===== src/rtl/ips2l_uart_tx_32bit.sv =====
// ips2l_uart_tx_32bit
//
// Serialises one 32-bit word as four UART bytes, least significant byte first.
// Each byte is one start bit (0), eight data bits LSB first, an optional even
// parity bit, then STOP_BITS stop bits (1). Consecutive bytes of a word are sent
// back to back with no idle gap. Bit timing comes from the clk_en baud tick.
//
// Build options:
//   UART_TX_PARITY_EN  define to insert an even-parity bit after each data byte
//
// Parameters:
//   STOP_BITS  stop bits per byte, 1 or 2
//
// Ports:
//   clk       system clock, rising edge
//   rst_n     synchronous active-low reset
//   clk_en    one-cycle baud tick, one tick per bit period
//   tx_data   word to transmit
//   tx_valid  tx_data is valid
//   tx_ready  module can accept a word (IDLE only)
//   txd       serial line, idles high, registered
//   tx_done   one-cycle pulse when the word has fully gone out

module ips2l_uart_tx_32bit #(
    parameter int unsigned STOP_BITS = 1
) (
    input  logic        clk,
    input  logic        rst_n,
    input  logic        clk_en,
    input  logic [31:0] tx_data,
    input  logic        tx_valid,
    output logic        tx_ready,
    output logic        txd,
    output logic        tx_done
);

    typedef enum logic [2:0] {
        StIdle,
        StWait,
        StStart,
        StData,
        StStop,
        StDone
`ifdef UART_TX_PARITY_EN
        , StParity
`endif
    } state_e;

    state_e      state_q, state_d;
    logic [31:0] shift_q, shift_d;
    logic [3:0]  bit_cnt_q, bit_cnt_d;
    logic [1:0]  byte_cnt_q, byte_cnt_d;
    logic        stop_cnt_q, stop_cnt_d;
    logic        txd_q, txd_d;
    logic        ready_q, ready_d;
    logic        done_q, done_d;
    logic        stop_last;
`ifdef UART_TX_PARITY_EN
    logic        parity_q, parity_d;
`endif

    // With one stop bit every stop tick is the last one.
    assign stop_last = (STOP_BITS == 2) ? stop_cnt_q : 1'b1;

    always_comb begin
        state_d    = state_q;
        shift_d    = shift_q;
        bit_cnt_d  = bit_cnt_q;
        byte_cnt_d = byte_cnt_q;
        stop_cnt_d = stop_cnt_q;
        txd_d      = txd_q;
`ifdef UART_TX_PARITY_EN
        parity_d   = parity_q;
`endif
        case (state_q)
            StIdle: begin
                // ready_q gates acceptance so the first cycle after reset cannot accept.
                if (tx_valid && ready_q) begin
                    state_d    = StWait;
                    shift_d    = tx_data;
                    bit_cnt_d  = 4'd0;
                    byte_cnt_d = 2'd0;
                    stop_cnt_d = 1'b0;
                end
            end
            StWait: begin
                if (clk_en) begin
                    state_d = StStart;
                    txd_d   = 1'b0;
                end
            end
            StStart: begin
                if (clk_en) begin
                    state_d   = StData;
                    txd_d     = shift_q[0];
                    shift_d   = {1'b0, shift_q[31:1]};
                    bit_cnt_d = 4'd1;
`ifdef UART_TX_PARITY_EN
                    parity_d  = shift_q[0];
`endif
                end
            end
            StData: begin
                if (clk_en) begin
                    if (bit_cnt_q == 4'd8) begin
                        bit_cnt_d = 4'd0;
`ifdef UART_TX_PARITY_EN
                        state_d   = StParity;
                        txd_d     = parity_q;
`else
                        state_d   = StStop;
                        txd_d     = 1'b1;
`endif
                    end else begin
                        txd_d     = shift_q[0];
                        shift_d   = {1'b0, shift_q[31:1]};
                        bit_cnt_d = bit_cnt_q + 4'd1;
`ifdef UART_TX_PARITY_EN
                        parity_d  = parity_q ^ shift_q[0];
`endif
                    end
                end
            end
`ifdef UART_TX_PARITY_EN
            StParity: begin
                if (clk_en) begin
                    state_d = StStop;
                    txd_d   = 1'b1;
                end
            end
`endif
            StStop: begin
                if (clk_en) begin
                    if (stop_last) begin
                        stop_cnt_d = 1'b0;
                        if (byte_cnt_q == 2'd3) begin
                            state_d    = StDone;
                            byte_cnt_d = 2'd0;
                            txd_d      = 1'b1;
                        end else begin
                            // Next byte's start bit begins on this same tick.
                            state_d    = StStart;
                            byte_cnt_d = byte_cnt_q + 2'd1;
                            txd_d      = 1'b0;
                        end
                    end else begin
                        stop_cnt_d = 1'b1;
                    end
                end
            end
            StDone: begin
                state_d = StIdle;
            end
            default: begin
                state_d = StIdle;
                txd_d   = 1'b1;
            end
        endcase

        ready_d = (state_d == StIdle);
        done_d  = (state_d == StDone);
    end

    always_ff @(posedge clk) begin
        if (!rst_n) begin
            state_q    <= StIdle;
            shift_q    <= 32'd0;
            bit_cnt_q  <= 4'd0;
            byte_cnt_q <= 2'd0;
            stop_cnt_q <= 1'b0;
            txd_q      <= 1'b1;
            ready_q    <= 1'b0;
            done_q     <= 1'b0;
`ifdef UART_TX_PARITY_EN
            parity_q   <= 1'b0;
`endif
        end else begin
            state_q    <= state_d;
            shift_q    <= shift_d;
            bit_cnt_q  <= bit_cnt_d;
            byte_cnt_q <= byte_cnt_d;
            stop_cnt_q <= stop_cnt_d;
            txd_q      <= txd_d;
            ready_q    <= ready_d;
            done_q     <= done_d;
`ifdef UART_TX_PARITY_EN
            parity_q   <= parity_d;
`endif
        end
    end

    assign tx_ready = ready_q;
    assign txd      = txd_q;
    assign tx_done  = done_q;

endmodule

===== config.mk =====
export PLATFORM = sky130hd
export DESIGN_NAME = ips2l_uart_tx_32bit
export DESIGN_NICKNAME = d
export VERILOG_FILES = /design/src/rtl/ips2l_uart_tx_32bit.sv
export SDC_FILE = /design/constraint.sdc
export NUM_CORES = 1
export LEC_CHECK = 0
export BUFFER_PORTS_ARGS = -buffer_cell sky130_fd_sc_hd__buf_2
export CORE_ASPECT_RATIO = 1.1
export CORE_MARGIN = 3
export CORE_UTILIZATION = 35
export DETAILED_ROUTE_END_ITERATION = 10
export HOLD_SLACK_MARGIN = 0.15
export PLACE_DENSITY_LB_ADDON = 0.08
export SYNTH_ARGS = -nofsm -noshare
export SYNTH_HDL_FRONTEND = slang
export SYNTH_SLANG_ARGS = --single-unit

===== constraint.sdc =====
create_clock -name clk -period 2.2 [get_ports clk]
set_input_delay 0.11 -clock clk [delete_from_list [all_inputs] [get_ports clk]]
set_output_delay 0.11 -clock clk [all_outputs]
set_load 0.03 [all_outputs]

After elaboration in Yosys (flattened, before gate mapping)
Index checks and enable logic that the tools add are counted.
{"block": "totals", "register_bits": 44, "latch_bits": 0, "ramBits": 0, "romBits": 0, "inputBits": 36, "out_inout_bits": 3, "wordCells": 63, "n_memories": 0}
{"block": "classes", "add_sub_neg": 2, "n_mul": 0, "div": 0, "n_lt_le_gt_ge": 0, "eq_ne": 14, "shifts": 0, "n_mux": 29, "bitwise_logic": 1, "reduce_logical": 10}
{"op": "two-way mux 32 bit", "count": 4}
{"op": "case mux 32 bit (3 select lines)", "count": 1}
{"op": "two-way mux 3 bit", "count": 7}
{"op": "two-way mux 4 bit", "count": 4}
{"op": "case mux 3 bit (5 select lines)", "count": 1}
{"op": "!= test 2 bit (second input constant)", "count": 6}
{"op": "case mux 4 bit (3 select lines)", "count": 1}
{"op": "AND reduction 5 bit", "count": 2}
{"op": "equality test 3 bit (second input constant)", "count": 3}
{"op": "equality test 3 x 2 -> 1 bit (second input constant)", "count": 2}
{"op": "logical NOT 3 bit", "count": 2}
{"op": "two-way mux 1 bit", "count": 6}
{"op": "two-way mux 2 bit", "count": 3}
{"op": "case mux 1 bit (5 select lines)", "count": 1}
{"op": "adder 4 x 1 -> 4 bit (second input constant)", "count": 1}
{"op": "equality test 4 bit (second input constant)", "count": 1}
{"op": "case mux 2 bit (2 select lines)", "count": 1}
{"op": "AND reduction 4 bit", "count": 1}
{"op": "equality test 3 x 1 -> 1 bit (second input constant)", "count": 1}
{"op": "AND reduction 3 bit", "count": 1}
{"op": "nonzero test 3 bit", "count": 1}
{"op": "adder 2 x 1 -> 2 bit (second input constant)", "count": 1}
{"op": "equality test 2 bit (second input constant)", "count": 1}
{"op": "nonzero test 2 bit", "count": 1}
{"op": "3 further kinds", "count": 3}

Depth between registers and ports, before layout
{"block": "depth", "word_depth": 5, "depth_mapped": 8, "ltp_nobuf": 6}

Least setup slack after synthesis
OpenSTA, ideal clock, no wires.
{"block": "synth_timing", "path_kind": "reg2reg", "from": "register bit_cnt_q[0]", "to": "register shift_q[10]", "setup_ps": 146, "arrival_time_ps": 1638, "required_time_ps": 2054, "path_slack_ps": 416, "stages_incl_launch_ff": 8, "n_path_buf": 2, "period_less_slack_ps": 1784, "path_cell_list": "dfxtp_1 > inv_1 > ha_1 > and3b_1 > buf_2 > a221oi_4 > buf_4 > a211oi_2"}
{"block": "synth_via", "elab_chain_len": 3}
{"element": "from (decl)", "line": "51", "text": "logic [3:0] bit_cnt_q, bit_cnt_d;"}
{"element": "from (signal assigned)", "line": "180", "text": "bit_cnt_q <= bit_cnt_d;"}
{"element": "equality test 4 bit", "line": "105", "text": "if (bit_cnt_q == 4'd8) begin"}
{"element": "!= test 2 bit (no line)"}
{"element": "AND reduction 5 bit (no line)"}
{"element": "to (signal assigned)", "line": "179", "text": "shift_q <= shift_d;"}
{"element": "to (decl)", "line": "50", "text": "logic [31:0] shift_q, shift_d;"}
No other way between the ends.
A chain may end at the register's enable or synchronous reset.

Worst setup path after layout
{"block": "layout_timing", "from": "register bit_cnt_q[0]", "to": "register shift_q[2]"}
Same word-level chain as after synthesis.

==> flow_metrics.tcl <==
set metrics [dict create \
    yosysTopAreaCell "dfxtp_1" \
    worst_ep_arrival_time_ns 2.13 \
    cp_data_required_time_ns 2.42 \
    grt_max_degree 45 \
    numPortBuffers 38 \
    drtAntennaViolNets 0 \
    netlist_area_mm2 0.00227 \
    htreeDepth 2 \
    finalClockSkew_ns 0.0118 \
    ys_seq_area_share_pct 38.7 \
    max_stage_delay_ns 0.38 \
    die_w_um 82.8 \
    post-place-cells 334 \
    dp_hpwl_um 3010 \
    die-area_mm2 0.00750 \
    total_power_uw 1860 \
    powerDensity_mw_per_mm2 707 \
    antennaDiodeCount 0 \
    fin_crit_sh_pct 86.7 \
    relSlewSlack_pct 57.4 \
    drv_cap 0 \
    crit_path_start_kind "register" \
    regArea_um2 881 \
    status "complete, no violations" \
    path_buf_inv 2 \
    wl_um 4520 \
    pre_cts_slack_ns 0.306 \
    clock_path_buffers 2 \
    finalSetupViolations 0 \
    clk_latency_ns 0.30 \
    cp_top_family "compound AO/OA/AOI/OAI gates" \
    min_path_type "primary input to register" \
    mostFrequentLayoutCells "dfxtp_1 (44), buf_2 (38), nor2_1 (36)" \
    drcViolationCount 0 \
    finalCriticalPeriod_ns 1.91 \
    synthCells 229 \
    final_nets 301 \
    first_iter_violations 87 \
    p_leak_uw 0.00117 \
    synthTopCellsByArea "dfxtp_1 (39%), a211oi_2 (15%), mux2i_1 (14%), nor2_1 (5.9%), buf_2 (1.8%)" \
    grt_antenna_before_repair 0 \
    root_buffer "clkbuf_8" \
    cts.sinks 44 \
    slew_violations 0 \
    grt_pass1_wl_um 7590 \
    area_delta_synth_final_pct 15.6 \
    vdd_drop_max_mv 0.367 \
    cts_tree "yes" \
    grt_pass1_vias 1632 \
    hold_viol_final 0 \
    track_usage_pct 12.4 \
    cp_slowest_cell "dfxtp_1" \
    end_kind "register" \
    setup_slack_ns 0.292 \
    max_clock_freq_mhz 524 \
    drive_gt1_share_pct 31.9 \
    initial_core_util_pct 36.5 \
    overflow 0 \
    worstMarginPinSlew_ns 0.638 \
    dr.pass1.iters 4 \
    final_cells 343 \
    multi_input_area_mm2 0.00126 \
    ctsResizeCount 0 \
    gp_congestion 0.764 \
    final_common_cell "dfxtp_1" \
    synth_area_per_cell_um2 9.93 \
    synth-seq-cells 44 \
    rsz0062_at_grt "no" \
    num_vias 1722 \
    setup_tns_ns 0 \
    fillCellCount 643 \
    hold_buffers 1 \
    fp.coreArea_mm2 0.00623 \
    post_cts_buffers 0 \
    worstPathCellList "inv_1 > ha_1 > and3b_1 > a221oi_4 > buf_4 > nor2_1 > a211oi_2" \
    rows 30 \
    worstSetupPathType "register to register" \
    path_clk_slew_ns 0.09 \
    yosysUniqueCellTypes 39 \
    numCtsBuffers 5 \
    wl_per_cell_um 13.2 \
    netlist.area_leader.share_pct 38.7 \
    crit_path_max_fanout 20 \
    synth_nets 268 \
    vias_per_cell 5.02 \
    io_pins 39 \
    ys_warn_count 0 \
    die_height_um 90.5 \
]
[worst paths after layout]
| kind | cells after the start | slack, ns | startpoint | endpoint |
|---|---|---|---|---|
| worst min-delay path | 3 | 0.16 | clk_en | byte_cnt_q[1]$_SDFFE_PN0P_ |
| worst min register to register | 2 | 0.46 | byte_cnt_q[1]$_SDFFE_PN0P_ | byte_cnt_q[1]$_SDFFE_PN0P_ |
| worst max register to register | 7 | 0.29 | bit_cnt_q[0]$_SDFFE_PN0P_ | shift_q[2]$_SDFFE_PN0P_ |
| worst max-delay path | 7 | 0.29 | bit_cnt_q[0]$_SDFFE_PN0P_ | shift_q[2]$_SDFFE_PN0P_ |
[report_power, final]
group | switching (uW) | internal, uW | total, uW
combinational | 210 | 175 | 385
clock | 300 | 255 | 554
sequential | 46.0 | 873 | 920
total | 556 | 1300 | 1860
[layout make-up]
type                    instances  area share [%]
clock buffers                   6            3.14
clock inverters                 2           0.571
inverters                       4           0.571
multi-input cells             162            48.1
flip-flops and latches         44            33.5
well taps                      80            3.81
repair buffers                 45            10.3
[per-stage QoR]
| step | instance area, um2 | util (%) | hold WS (ns) |
|---|---|---|---|
| finish | 2630 | 42.2 | 0.155 |
| global route | 2630 | 42.2 | 0.170 |
| CTS | 2630 | 42.2 | 0.152 |
| detailed placement | 2520 | 40.5 | 0.356 |
| global placement | 2520 | 40.5 | 0.368 |
| floorplan | 2270 | - | 0.253 |
[layer usage]
| layer | global-route usage [%] | vias up | wire length (um) | share of wire [%] |
|---|---|---|---|---|
| met5 | 0 | - | 0 | 0 |
| met4 | 4.09 | 0 | 53 | 1.2 |
| met3 | 4.20 | 7 | 215 | 4.8 |
| met2 | 19.4 | 29 | 2030 | 45 |
| met1 | 16.0 | 788 | 2230 | 49 |
| li1 | - | 898 | - | - |
[Yosys cell counts (all sizes together)]
cell type and count:
a32o 3, o211a 1, or4 1, nor4b 1
nor2b 2, buf 15, mux2i 32, o21bai 1
inv 4, and3b 3, nand3b 1, nand2b 3
and2 4, a221oi 1, nor2 36, a211oi 31
o31ai 2, nand4bb 1, or3b 1, a21oi 7
and3 2, nand3 3, nor3 1, nor4 1
nand4 3, ha 3, a41oi 1, xor2 1
a22o 1, dfxtp 44, o21ai 6, nand2 9
clkbuf 4
[sequential cells by signal (all words and copies together) (netlist names)]
register and count:
tx_done 1, tx_ready 1, shift_q 32, state_q 3
txd 1, bit_cnt_q 4, byte_cnt_q 2
[cell families (layout without fill, tap and decap cells)]
kind of cell / after synthesis / count (layout) / share of synthesized area (%)
AOI/OAI and AO/OA: 54 / 54 / 23.7
adders and majority gates: 3 / 3 / 1.65
xor gates and xnor gates: 1 / 1 / 0.385
buffers and inverters: 23 / 57 / 5.72
muxes: 32 / 32 / 14.1
and+or+nand+nor: 72 / 72 / 15.7
DFF: 44 / 44 / 38.7
[worst register-to-register path: stages (launching register included)]
cell and delay, ns:
dfxtp_1 0.38, inv_1 0.07, ha_1 0.18, and3b_1 0.27, a221oi_4 0.31, buf_4 0.33
nor2_1 0.09, a211oi_2 0.19
(Power assumes the default switching activity.)
